[src/rtl/cart_load_pkg.sv]
// Shared definitions for the cartridge loader: loader FSM states,
// parameter defaults and the fixed widths of the download bus.
package cart_load_pkg;

   localparam int DEF_ADDR_W     = 15;
   localparam int DEF_SLOTS      = 2;
   localparam int DEF_SKIP_DELAY = 5000000;
   localparam int DEF_SKIP_PULSE = 1000;

   localparam int IDX_W    = 8;
   localparam int IOADDR_W = 25;

   typedef enum logic [1:0] {
      ST_IDLE  = 2'd0,
      ST_LOAD  = 2'd1,
      ST_DELAY = 2'd2,
      ST_PULSE = 2'd3
   } state_t;

endpackage

[src/rtl/cart_mask_track.sv]
// Per-slot ROM size mask: OR-accumulates the smeared write address so the
// mask ends up as the next power of two above the image size, minus one.
module cart_mask_track
   import cart_load_pkg::*;
#(
   parameter int ADDR_W = DEF_ADDR_W
) (
   input  logic              clk_sys,
   input  logic              reset,
   input  logic              clr,
   input  logic              upd,
   input  logic [ADDR_W-1:0] addr,
   output logic [ADDR_W-1:0] mask
);

   logic [ADDR_W-1:0] smear;
   logic [ADDR_W-1:0] mask_reg;

   // Bit i is set when any address bit at or above i is set.
   genvar gi;
   generate
      for (gi = 0; gi < ADDR_W; gi++) begin : g_smear
         assign smear[gi] = |addr[ADDR_W-1:gi];
      end
   endgenerate

   always_ff @(posedge clk_sys) begin
      if (reset) begin
         mask_reg <= '0;
      end else if (clr || upd) begin
         mask_reg <= (clr ? '0 : mask_reg) | (upd ? smear : '0);
      end
   end

   assign mask = mask_reg;

endmodule

[src/rtl/cart_load_ctrl.sv]
// Cartridge download controller: routes ioctl bytes into per-slot ROM,
// tracks image size masks and sequences the optional skip-logo core reset.
module cart_load_ctrl
   import cart_load_pkg::*;
#(
   parameter int ADDR_W     = DEF_ADDR_W,
   parameter int SLOTS      = DEF_SLOTS,
   parameter int SKIP_DELAY = DEF_SKIP_DELAY,
   parameter int SKIP_PULSE = DEF_SKIP_PULSE,
   localparam int SLOT_W    = (SLOTS > 1) ? $clog2(SLOTS) : 1
) (
   input  logic                     clk_sys,
   input  logic                     reset,
   input  logic                     ioctl_download,
   input  logic                     ioctl_wr,
   input  logic [IDX_W-1:0]         ioctl_index,
   input  logic [IOADDR_W-1:0]      ioctl_addr,
   input  logic [7:0]               ioctl_dout,
   input  logic                     skip_en,
   output logic                     mem_we,
   output logic [ADDR_W-1:0]        mem_addr,
   output logic [7:0]               mem_data,
   output logic [SLOT_W-1:0]        mem_slot,
   output logic [SLOTS*ADDR_W-1:0]  addr_mask,
   output logic [SLOTS-1:0]         slot_valid,
   output logic                     overflow,
   output logic                     core_reset,
   output logic                     busy
);

   localparam logic [31:0] DELAY_LAST = 32'(SKIP_DELAY - SKIP_PULSE - 1);
   localparam logic [31:0] PULSE_LAST = 32'(SKIP_PULSE - 1);

   state_t              state_reg, state_next;
   logic [31:0]         cnt_reg, cnt_next;
   logic                dl_prev_reg;
   logic [SLOT_W-1:0]   slot_reg;
   logic                slot_ok_reg;
   logic                any_acc_reg;
   logic                overflow_reg;
   logic [SLOTS-1:0]    valid_reg, valid_next;
   logic                mem_we_reg;
   logic [ADDR_W-1:0]   mem_addr_reg;
   logic [7:0]          mem_data_reg;
   logic [SLOT_W-1:0]   mem_slot_reg;

   logic                rise, fall, idx_ok, cur_ok, addr_hi_ok, accept, drop_ovf;
   logic [SLOT_W-1:0]   cur_slot;

   assign rise       = ioctl_download & ~dl_prev_reg;
   assign fall       = ~ioctl_download & dl_prev_reg;
   assign idx_ok     = {24'd0, ioctl_index} < 32'(SLOTS);
   // A write in the very cycle of the rising edge targets the slot being latched.
   assign cur_slot   = rise ? ioctl_index[SLOT_W-1:0] : slot_reg;
   assign cur_ok     = rise ? idx_ok : slot_ok_reg;
   assign addr_hi_ok = (ioctl_addr >> ADDR_W) == '0;
   assign accept     = ioctl_wr & ioctl_download & addr_hi_ok & cur_ok;
   assign drop_ovf   = ioctl_wr & ioctl_download & ~addr_hi_ok;

   genvar gi;
   generate
      for (gi = 0; gi < SLOTS; gi++) begin : g_slot
         logic clr_slot, upd_slot;
         assign clr_slot = rise & idx_ok & (ioctl_index == 8'(gi));
         assign upd_slot = accept & (cur_slot == SLOT_W'(gi));
         cart_mask_track #(.ADDR_W(ADDR_W)) u_track (
            .clk_sys (clk_sys),
            .reset   (reset),
            .clr     (clr_slot),
            .upd     (upd_slot),
            .addr    (ioctl_addr[ADDR_W-1:0]),
            .mask    (addr_mask[gi*ADDR_W +: ADDR_W])
         );
      end
   endgenerate

   always_comb begin
      valid_next = valid_reg;
      for (int k = 0; k < SLOTS; k++) begin
         if (rise && idx_ok && ioctl_index == 8'(k))
            valid_next[k] = 1'b0;
         if (fall && slot_ok_reg && any_acc_reg && slot_reg == SLOT_W'(k))
            valid_next[k] = 1'b1;
      end
   end

   always_comb begin
      state_next = state_reg;
      cnt_next   = cnt_reg;
      case (state_reg)
         ST_IDLE: begin
            if (rise) state_next = ST_LOAD;
         end
         ST_LOAD: begin
            if (fall) begin
               cnt_next   = '0;
               state_next = (skip_en && slot_ok_reg && any_acc_reg) ? ST_DELAY : ST_IDLE;
            end
         end
         ST_DELAY: begin
            if (rise) begin
               state_next = ST_LOAD;
               cnt_next   = '0;
            end else if (cnt_reg == DELAY_LAST) begin
               state_next = ST_PULSE;
               cnt_next   = '0;
            end else begin
               cnt_next = cnt_reg + 32'd1;
            end
         end
         ST_PULSE: begin
            if (rise) begin
               state_next = ST_LOAD;
               cnt_next   = '0;
            end else if (cnt_reg == PULSE_LAST) begin
               state_next = ST_IDLE;
               cnt_next   = '0;
            end else begin
               cnt_next = cnt_reg + 32'd1;
            end
         end
         default: begin
            state_next = ST_IDLE;
            cnt_next   = '0;
         end
      endcase
   end

   always_ff @(posedge clk_sys) begin
      if (reset) begin
         state_reg    <= ST_IDLE;
         cnt_reg      <= '0;
         dl_prev_reg  <= 1'b0;
         slot_reg     <= '0;
         slot_ok_reg  <= 1'b0;
         any_acc_reg  <= 1'b0;
         overflow_reg <= 1'b0;
         valid_reg    <= '0;
         mem_we_reg   <= 1'b0;
         mem_addr_reg <= '0;
         mem_data_reg <= '0;
         mem_slot_reg <= '0;
      end else begin
         state_reg    <= state_next;
         cnt_reg      <= cnt_next;
         dl_prev_reg  <= ioctl_download;
         valid_reg    <= valid_next;
         any_acc_reg  <= (any_acc_reg & ~rise) | accept;
         overflow_reg <= (overflow_reg & ~rise) | drop_ovf;
         mem_we_reg   <= accept;
         if (rise) begin
            slot_reg    <= ioctl_index[SLOT_W-1:0];
            slot_ok_reg <= idx_ok;
         end
         if (accept) begin
            mem_addr_reg <= ioctl_addr[ADDR_W-1:0];
            mem_data_reg <= ioctl_dout;
            mem_slot_reg <= cur_slot;
         end
      end
   end

   assign mem_we     = mem_we_reg;
   assign mem_addr   = mem_addr_reg;
   assign mem_data   = mem_data_reg;
   assign mem_slot   = mem_slot_reg;
   assign slot_valid = valid_reg;
   assign overflow   = overflow_reg;
   assign core_reset = reset | (state_reg == ST_LOAD) | (state_reg == ST_PULSE);
   assign busy       = state_reg != ST_IDLE;

endmodule
[config.mk]
export PLATFORM = sky130hd
export DESIGN_NAME = cart_load_ctrl
export DESIGN_NICKNAME = d
export VERILOG_FILES = /design/src/rtl/cart_load_pkg.sv /design/src/rtl/cart_mask_track.sv /design/src/rtl/cart_load_ctrl.sv
export SDC_FILE = /design/constraint.sdc
export NUM_CORES = 1
export LEC_CHECK = 0
export BUFFER_PORTS_ARGS = -buffer_cell sky130_fd_sc_hd__buf_2
export CORE_ASPECT_RATIO = 1.5
export CORE_MARGIN = 2
export CORE_UTILIZATION = 40
export DETAILED_ROUTE_END_ITERATION = 10
export PLACE_DENSITY = 0.64
export SYNTH_ARGS = -nofsm -noshare
export SYNTH_HDL_FRONTEND = slang
export SYNTH_SLANG_ARGS = --single-unit
[constraint.sdc]
create_clock -name clk_sys -period 5.2 [get_ports clk_sys]
set_input_delay 1.04 -clock clk_sys [delete_from_list [all_inputs] [get_ports clk_sys]]
set_output_delay 1.04 -clock clk_sys [all_outputs]
set_load 0.005 [all_outputs]
==> summary.md, run 1 <==
• sky130_fd_sc_hd__dfxtp_1 — flip-flop cell with the highest count after synthesis
• 0 — ANT nets after route
• 45 — site row count
• 10850 um — Routed WL
• 0 — number of hold-slack violations in the final timing report
• 49.63% — Final Util
• flop — endpoint kind of the worst setup timing path
• 0 — warnings from Yosys
• 3.810 ps — Clock Skews
• flop to flop — worst hold path type
• 4383 um — met1 layer wirelength in the final routing
• 24.83% — layout cell share with drive strength beyond 1
• 40 — maximum number of pins on one net before global-route repair
• 0 — total grt overflow
• 41.04% — Initial Utilization
• 0 ps — setup TNS after final layout
• 609 um — Met3 Wirelength
• 37.19% — slew margin rel.
• 191 — First DRT Iteration DRCs
• 128.9 um — Die Ht
• 20.94% — relative area change from synthesis to final layout
• 0 — post-cts repair resize count
• 2 — maximum buffer depth of the clock tree
• 0% — async set-or-reset flop fraction in the synthesized netlist
• 0 — post-CTS setup buffers
• 6 — number of iterations in the first detailed-routing pass
• 1926 ps — final critical-path setup slack
• 0 — number of enable-type register cells in the synthesized netlist
• 3671 — number of global-route vias before repair
• 4732 um2 — standard cell area after detailed placement
• 0 — quantity of hold-fixing buffers added after cts
• input pin — kind of start point of the critical path
• 3274 ps — Final Critical Period
• 5030 um2 — total non-filler cell area in the finished layout
• 46.21% — share of synthesized area occupied by flip-flops and latches
• 106 — Top-Level Pins
• 305.4 MHz — maximum clock rate
• 0 — Slew Limit Fails
• 5.560 — number of vias per cell
• 622 — net count of the finished layout
• 3875 — Vias
• 5672 um — total length of routed met2 wires
• 216.2 uV — Max rail drop VDD
• 0 — # DRC
• false — RSZ-0062 raised after global routing
• 9 — number of CTS-inserted buffers
• 96 — flip-flop and latch count after synthesis
• 8009 um — Post-DP HPWL
• 26 — maximum fanout along the worst path
• 940.2 ps — Slew @ Worst Pin
• 17910 um — first-pass GRT wire length
• 49 — unique cell type count in the Yosys netlist
• sky130_fd_sc_hd__buf_2, sky130_fd_sc_hd__dfxtp_1, sky130_fd_sc_hd__nor2_1, sky130_fd_sc_hd__nand2_1, sky130_fd_sc_hd__a21oi_1 — leading cell types in the layout, fill and taps excluded
• 484 — number of instances in the synthesized netlist
• 96 — Sink Count
• completed — result of the run
• 0 — max-cap viol count
• 0 — total setup violations reported at the end of the flow
• 105 — Port-buffer cells
• 0 — antenna violations before repair
• 1.953 nW — Leakage
• 1554 ps — worst slack at placement
• 15.57 um — post-DR wirelength/cell
• 20.06% — overall track demand over capacity in global routing
• 0.7761 — weighted congestion reported at the end of routability-driven placement
• sky130_fd_sc_hd__clkbuf_16 — cell at the root of the clock tree
• 8.593 um2 — mean instance size in the synthesized netlist
• met4 — uppermost layer routed
• 70 ps — Clock transition at path regs
• 11250 um2 — area of the die
• 32 — number of flip-flops in the largest register
• 3 — Clock H-tree levels
• 288.6 nW/um2 — Power per Cell Area
• 456.4 ps — hold slack
• 87.26 um — width of the die
• 5470 ps — critical path required time
• sky130_fd_sc_hd__buf_2 — leading cell type in the layout, fill and taps excluded
• 0 — number of antenna diodes
• 340 ps — later-pin clock latency in the skew report
• done — clock tree from TritonCTS
• 4159 um2 — Post-Syn Area
• 10130 um2 — Core Footprint
• 531 — Net Count, Synth
• input pin to flop — CP Class
• 62.97% — share of the clock period used by the worst path after layout
• 3540 ps — Arrival @ worst endpoint
## report_power, final
| part | total, mW | switching [mW] | leakage (nW) | internal, mW |
|---|---|---|---|---|
| registers | 0.739 | 0.00266 | 0.774 | 0.736 |
| logic | 0.0557 | 0.0334 | 1.03 | 0.0223 |
| clock network | 0.657 | 0.306 | 0.145 | 0.351 |
| total | 1.45 | 0.342 | 1.95 | 1.11 |
## layout make-up
| class | instances | area, um2 |
|---|---|---|
| Clock buffer | 10 | 239.0 |
| Clock inverter | 6 | 58.81 |
| Fill cell | 997 | 5105 |
| Inverter | 6 | 22.52 |
| Multi-Input combinational cell | 353 | 2086 |
| Sequential cell | 96 | 1922 |
| Tap cell | 117 | 146.4 |
| Timing Repair Buffer | 109 | 555.5 |
## cell families after synthesis
family,count (synthesis),share of synthesized area (%)
multiplexers,30,7.220
AO/OA/AOI/OAI,106,16.07
AND/OR/NAND/NOR,213,25.75
adder cells (fa/ha/maj),1,0.3008
XOR/XNOR,3,0.6319
flip-flops,96,46.21
buffers and inverters,35,3.821
## metal layers
metal | vias up | GRT usage, %
met5 | - | 0
met4 | 0 | 7.059
met3 | 10 | 4.682
met2 | 118 | 34.71
met1 | 1821 | 24.01
li1 | 1926 | -
## worst paths after layout
check                            start                          to  slack [ps]  cells after the start
min          g_slot[0].u_track.mask[7]   g_slot[0].u_track.mask[7]         460                      2
min reg2reg  g_slot[0].u_track.mask[7]   g_slot[0].u_track.mask[7]         460                      2
max                     ioctl_addr[22]  g_slot[1].u_track.mask[13]        1930                      8
max reg2reg                dl_prev_reg  g_slot[1].u_track.mask[13]        2500                      7
## synthesized netlist by cell type (2+ instances only)
cell type,instances,area (um2)
sky130_fd_sc_hd__a21o_1,3,22.52
sky130_fd_sc_hd__xor2_1,2,17.52
sky130_fd_sc_hd__nand2b_1,3,18.77
sky130_fd_sc_hd__and2_1,3,18.77
sky130_fd_sc_hd__nand2_1,37,138.9
sky130_fd_sc_hd__nand2_2,2,12.51
sky130_fd_sc_hd__o21ai_0,22,110.1
sky130_fd_sc_hd__or2_2,7,43.79
sky130_fd_sc_hd__a22o_1,2,17.52
sky130_fd_sc_hd__mux2i_1,30,300.3
sky130_fd_sc_hd__or3_4,2,22.52
sky130_fd_sc_hd__a31oi_1,8,50.05
sky130_fd_sc_hd__nor4b_1,2,17.52
sky130_fd_sc_hd__buf_6,2,22.52
sky130_fd_sc_hd__a21oi_1,36,180.2
sky130_fd_sc_hd__nor3_1,10,50.05
sky130_fd_sc_hd__a211oi_1,2,15.01
sky130_fd_sc_hd__dfxtp_1,96,1922
sky130_fd_sc_hd__nor3b_1,2,15.01
sky130_fd_sc_hd__o21ai_1,2,10.01
sky130_fd_sc_hd__nand4_1,14,87.58
sky130_fd_sc_hd__buf_2,10,50.05
sky130_fd_sc_hd__or3_1,12,75.07
sky130_fd_sc_hd__and3_1,5,31.28
sky130_fd_sc_hd__inv_1,6,22.52
sky130_fd_sc_hd__a22oi_1,22,165.2
sky130_fd_sc_hd__a41oi_1,2,17.52
sky130_fd_sc_hd__o311ai_0,2,17.52
sky130_fd_sc_hd__nor2b_1,5,31.28
sky130_fd_sc_hd__clkbuf_1,17,63.81
sky130_fd_sc_hd__nor4_1,6,37.54
sky130_fd_sc_hd__nor2_1,70,262.8
sky130_fd_sc_hd__nand3_1,24,120.1
## metrics by stage
stage                     power, mW  instances
after floorplan              0.7807        484
after global placement       0.8118        681
after global routing          1.505        697
after detailed placement     0.8127        681
final                         1.452        697
after CTS                     1.465        697
## critical path, stage by stage
cell and delay [ps]:
sky130_fd_sc_hd__buf_2 90, sky130_fd_sc_hd__nor4_1 360, sky130_fd_sc_hd__nand4_1 290, sky130_fd_sc_hd__a21oi_4 180, sky130_fd_sc_hd__buf_4 380, sky130_fd_sc_hd__nor2b_1 810, sky130_fd_sc_hd__o21ai_0 200, sky130_fd_sc_hd__a21oi_1 180
Power figures use the tool's default switching activity.
==> run 2: changes to the inputs <==
--- a/config.mk
+++ b/config.mk
@@ -5,12 +5,13 @@
 export SDC_FILE = /design/constraint.sdc
 export NUM_CORES = 1
 export LEC_CHECK = 0
+export ABC_AREA = 1
 export BUFFER_PORTS_ARGS = -buffer_cell sky130_fd_sc_hd__buf_2
 export CORE_ASPECT_RATIO = 1.5
 export CORE_MARGIN = 2
 export CORE_UTILIZATION = 40
 export DETAILED_ROUTE_END_ITERATION = 10
-export PLACE_DENSITY = 0.64
+export PLACE_DENSITY = 0.63
 export SYNTH_ARGS = -nofsm -noshare
 export SYNTH_HDL_FRONTEND = slang
 export SYNTH_SLANG_ARGS = --single-unit
==> constraint.sdc (replaced) <==
create_clock -name clk_sys -period 3.25 [get_ports clk_sys]
set_input_delay 0.65 -clock clk_sys [delete_from_list [all_inputs] [get_ports clk_sys]]
set_output_delay 0.65 -clock clk_sys [all_outputs]
set_load 0.005 [all_outputs]
==> run 2 against run 1 <==
Against the previous run:
- clock power is 74% higher
- count of clock-buffer cells in the layout is 1 lower
- final cell count is 39% higher
- sequential share of layout area is 4.0 points lower
- power is 67% higher
- first-iteration DRC count is 12% lower
- synthesized cell count is 50% higher
- hold slack better by 6.0 ps
- sequential power is 60% higher
- via count is 22% higher
- clock skew is 3.8 ps higher
- flip-flop and latch count stayed put
==> summary.md, run 2 <==
• 32 — number of flip-flops in the largest register, unchanged
• 168 — First DRT Iteration DRCs, -12%
• 3460 ps — critical path required time, -2010 ps
• 2.369 nW — Leakage, +21%
• 0 — number of antenna diodes, unchanged
• 19.74% — relative area change from synthesis to final layout
• 0.9149 — weighted congestion reported at the end of routability-driven placement, +18%
• 96 — flip-flop and latch count after synthesis, unchanged
• 340 ps — later-pin clock latency in the skew report, about the same
• 57.76% — slew margin rel., +21 points
• cnt_reg[0] — start point of the critical path
• 70 ps — Clock transition at path regs, about the same
• 0 — warnings from Yosys, unchanged
• 273.3 uV — Max rail drop VDD, +26%
• 5305 um2 — standard cell area after detailed placement, +12%
• 21560 um — first-pass GRT wire length, +20%
• sky130_fd_sc_hd__dfxtp_1, sky130_fd_sc_hd__nand2_1, sky130_fd_sc_hd__a21oi_1 — biggest area contributors in the synthesized netlist
• sky130_fd_sc_hd__dfxtp_1 — Synth area leader
• 3 — Clock H-tree levels, unchanged
• met4 — uppermost layer routed
• 21.08% — overall track demand over capacity in global routing, +1.0 points
• 49.02% — Final Util, -0.61 points
• 5623 um2 — total non-filler cell area in the finished layout, +12%
• 136.7 um — Die Ht, +6.1%
• 12640 um2 — area of the die, +12%
• 641 um — Met3 Wirelength, +5.3%
• 96 — Sink Count, unchanged
• 63 — maximum number of pins on one net before global-route repair, +57%
• 957 — number of placed instances, taps included, +41%
• 0% — async set-or-reset flop fraction in the synthesized netlist, unchanged
• 40.93% — area share of the leading cell type in the synthesized netlist, -5.3 points
• flop — kind of start point of the critical path
• 11 — number of cells on the worst reg-to-reg path, +4
• 0 — number of enable-type register cells in the synthesized netlist, unchanged
• 972 — final std cells w/o fill, +39%
• 7.565 ps — Clock Skews, +3.756 ps
• cnt_reg[20] — endpoint of the worst-slack reg-to-reg timing path
• sky130_fd_sc_hd__nand2_1, sky130_fd_sc_hd__buf_2, sky130_fd_sc_hd__dfxtp_1, sky130_fd_sc_hd__a21oi_1, sky130_fd_sc_hd__nor2_1 — leading cell types in the layout, fill and taps excluded
• flop to flop — CP Class
• sky130_fd_sc_hd__nand2_1, sky130_fd_sc_hd__dfxtp_1, sky130_fd_sc_hd__a21oi_1 — Synth top cells by count
• 1050 ps — flop2flop setup slack, -1450 ps
• 0 — # DRC, unchanged
• 0 — Slew Limit Fails, unchanged
• 67.79% — share of the clock period used by the worst path after layout
• 40.94% — Initial Utilization, -0.10 points
• sky130_fd_sc_hd__nand2_1 — leading cell type in the layout, fill and taps excluded
• 2203 ps — Final Critical Period
• 772 — Net Count, Synth, +45%
• 0 — max-cap viol count, unchanged
• 0 — total setup violations reported at the end of the flow, unchanged
• 4696 um2 — Post-Syn Area, +13%
• 12850 um — Routed WL, +18%
• 0 — post-cts repair resize count, unchanged
• 430.8 nW/um2 — Power per Cell Area, +49%
• 9 — number of CTS-inserted buffers, unchanged
• 725 — number of instances in the synthesized netlist, +50%
• 4709 — Vias, +22%
• done — clock tree from TritonCTS
• 2420 ps — Arrival @ worst endpoint, -1120 ps
• 19 — maximum fanout along the worst path, -27%
• 6796 um — total length of routed met2 wires, +20%
• 40.93% — share of synthesized area occupied by flip-flops and latches, -5.3 points
• flop — endpoint kind of the worst setup timing path
• flop to flop — worst hold path type
• 453.9 MHz — maximum clock rate
• completed — result of the run
• 0 — quantity of hold-fixing buffers added after cts, unchanged
• 92.47 um — width of the die, +6.0%
• 865 — net count of the finished layout, +39%
• 4735 — number of global-route vias before repair, +29%
• 4.845 — number of vias per cell, -13%
• 0 — ANT nets after route, unchanged
• sky130_fd_sc_hd__nand2_1 — leading cell type by number of instances after synthesis
• 105 — Port-buffer cells, unchanged
• 30 — unique cell type count in the Yosys netlist, -39%
• 0 — antenna violations before repair, unchanged
• 0 ps — setup TNS after final layout, unchanged
• false — RSZ-0062 raised after global routing
• 2 — maximum buffer depth of the clock tree, unchanged
• 4 — number of iterations in the first detailed-routing pass, -2
• 16.67% — layout cell share with drive strength beyond 1, -8.2 points
• sky130_fd_sc_hd__clkbuf_16 — cell at the root of the clock tree
• 4997 um — met1 layer wirelength in the final routing, +14%
• sky130_fd_sc_hd__dfxtp_1 — flip-flop cell with the highest count after synthesis
• 106 — Top-Level Pins, unchanged
• 0 — number of hold-slack violations in the final timing report, unchanged
• 13.22 um — post-DR wirelength/cell, -15%
• 632.1 ps — Slew @ Worst Pin, -308.0 ps
• 1198 — fill cell count, +20%
• 6.477 um2 — mean instance size in the synthesized netlist, -25%
• 48 — site row count, +6.7%
• cnt_reg[0] — beginning of the worst register-to-register path
• 0 — post-CTS setup buffers, unchanged
• 9846 um — Post-DP HPWL, +23%
• 0 — total grt overflow, unchanged
• 11470 um2 — Core Footprint, +13%
• cnt_reg[20] — Setup crit end
• 2.422 mW — Total Power Consumption, +67%
==> run 2: cell count changes in the layout (fill, tap and decap cells not counted), moves of 8 or more <==
cell and delta:
sky130_fd_sc_hd__or3_1 -12, sky130_fd_sc_hd__nand2_1 +246, sky130_fd_sc_hd__a21oi_1 +51, sky130_fd_sc_hd__mux2i_1 -30, sky130_fd_sc_hd__xor2_1 +14, sky130_fd_sc_hd__nand3_1 -8
sky130_fd_sc_hd__a22oi_1 -22, sky130_fd_sc_hd__nor2_1 +10, sky130_fd_sc_hd__o21ai_0 -15, sky130_fd_sc_hd__inv_1 +58
==> run 2: cell type report <==
class	count	area (um2)	share of cell area, %
Clock buffer	9	225.2	4.005
Clock inverter	6	92.59	1.647
Inverter	66	247.7	4.406
Multi-Input combinational cell	536	2392	42.55
Sequential cell	96	1922	34.18
Tap cell	150	187.7	3.338
Timing Repair Buffer	109	555.5	9.880
==> run 2: worst min path at each step <==
stage / from / end / slack (ps) / cells after the start
final: mem_data[4] / mem_data[4] / 460 / 2
after global routing: overflow / overflow / 480 / 2
after CTS: g_slot[1].u_track.mask[3] / g_slot[1].u_track.mask[3] / 470 / 2
after detailed placement: g_slot[1].u_track.mask[3] / g_slot[1].u_track.mask[3] / 450 / 2
after global placement: g_slot[1].u_track.mask[11] / g_slot[1].u_track.mask[11] / 450 / 2
after floorplan: any_acc_reg / any_acc_reg / 450 / 2
==> run 2: cells by family (layout without fill, tap and decap cells) <==
group / after synthesis / count (layout) / share of synthesized area [%]
compound gates: 100 / 100 / 11.00
xor+xnor: 20 / 20 / 3.730
fa+ha+maj: 1 / 1 / 0.2664
buf+inv: 93 / 190 / 8.127
flops: 96 / 96 / 40.93
simple gates: 415 / 415 / 35.94
==> run 2: report_power, final <==
part	total, mW	leakage [nW]	internal, mW	switching, mW
Combinational	0.104	1.45	0.0361	0.0683
Clock	1.14	0.149	0.675	0.462
Sequential	1.18	0.774	1.18	0.00211
Total	2.42	2.37	1.89	0.532
==> run 2: per-layer routing <==
metal  global-route usage [%]  vias up
li1                         -     2440
met1                    22.03     2115
met2                    39.74      123
met3                    4.295       31
met4                    10.12        0
met5                        0        -
==> run 2: worst max-delay path: stages (launching register included) <==
cell                      delay, ps
sky130_fd_sc_hd__dfxtp_1        360
sky130_fd_sc_hd__ha_1           210
sky130_fd_sc_hd__nand2_1         90
sky130_fd_sc_hd__nor2_1         110
sky130_fd_sc_hd__nand2_1         60
sky130_fd_sc_hd__nor2_1         160
sky130_fd_sc_hd__nand2_1         80
sky130_fd_sc_hd__nand2_1        110
sky130_fd_sc_hd__nand2_1        390
sky130_fd_sc_hd__buf_4          360
sky130_fd_sc_hd__nand2_1         80
sky130_fd_sc_hd__a21oi_1         60
==> run 2: through the flow <==
step	hold slack [ps]	setup WS, ps
2_1_floorplan	445.4	1449
3_3_place_gp	450.4	960.9
3_5_place_dp	454.8	932.3
4_1_cts	465.6	1034
5_1_grt	480.6	842.0
6_report	462.4	1047
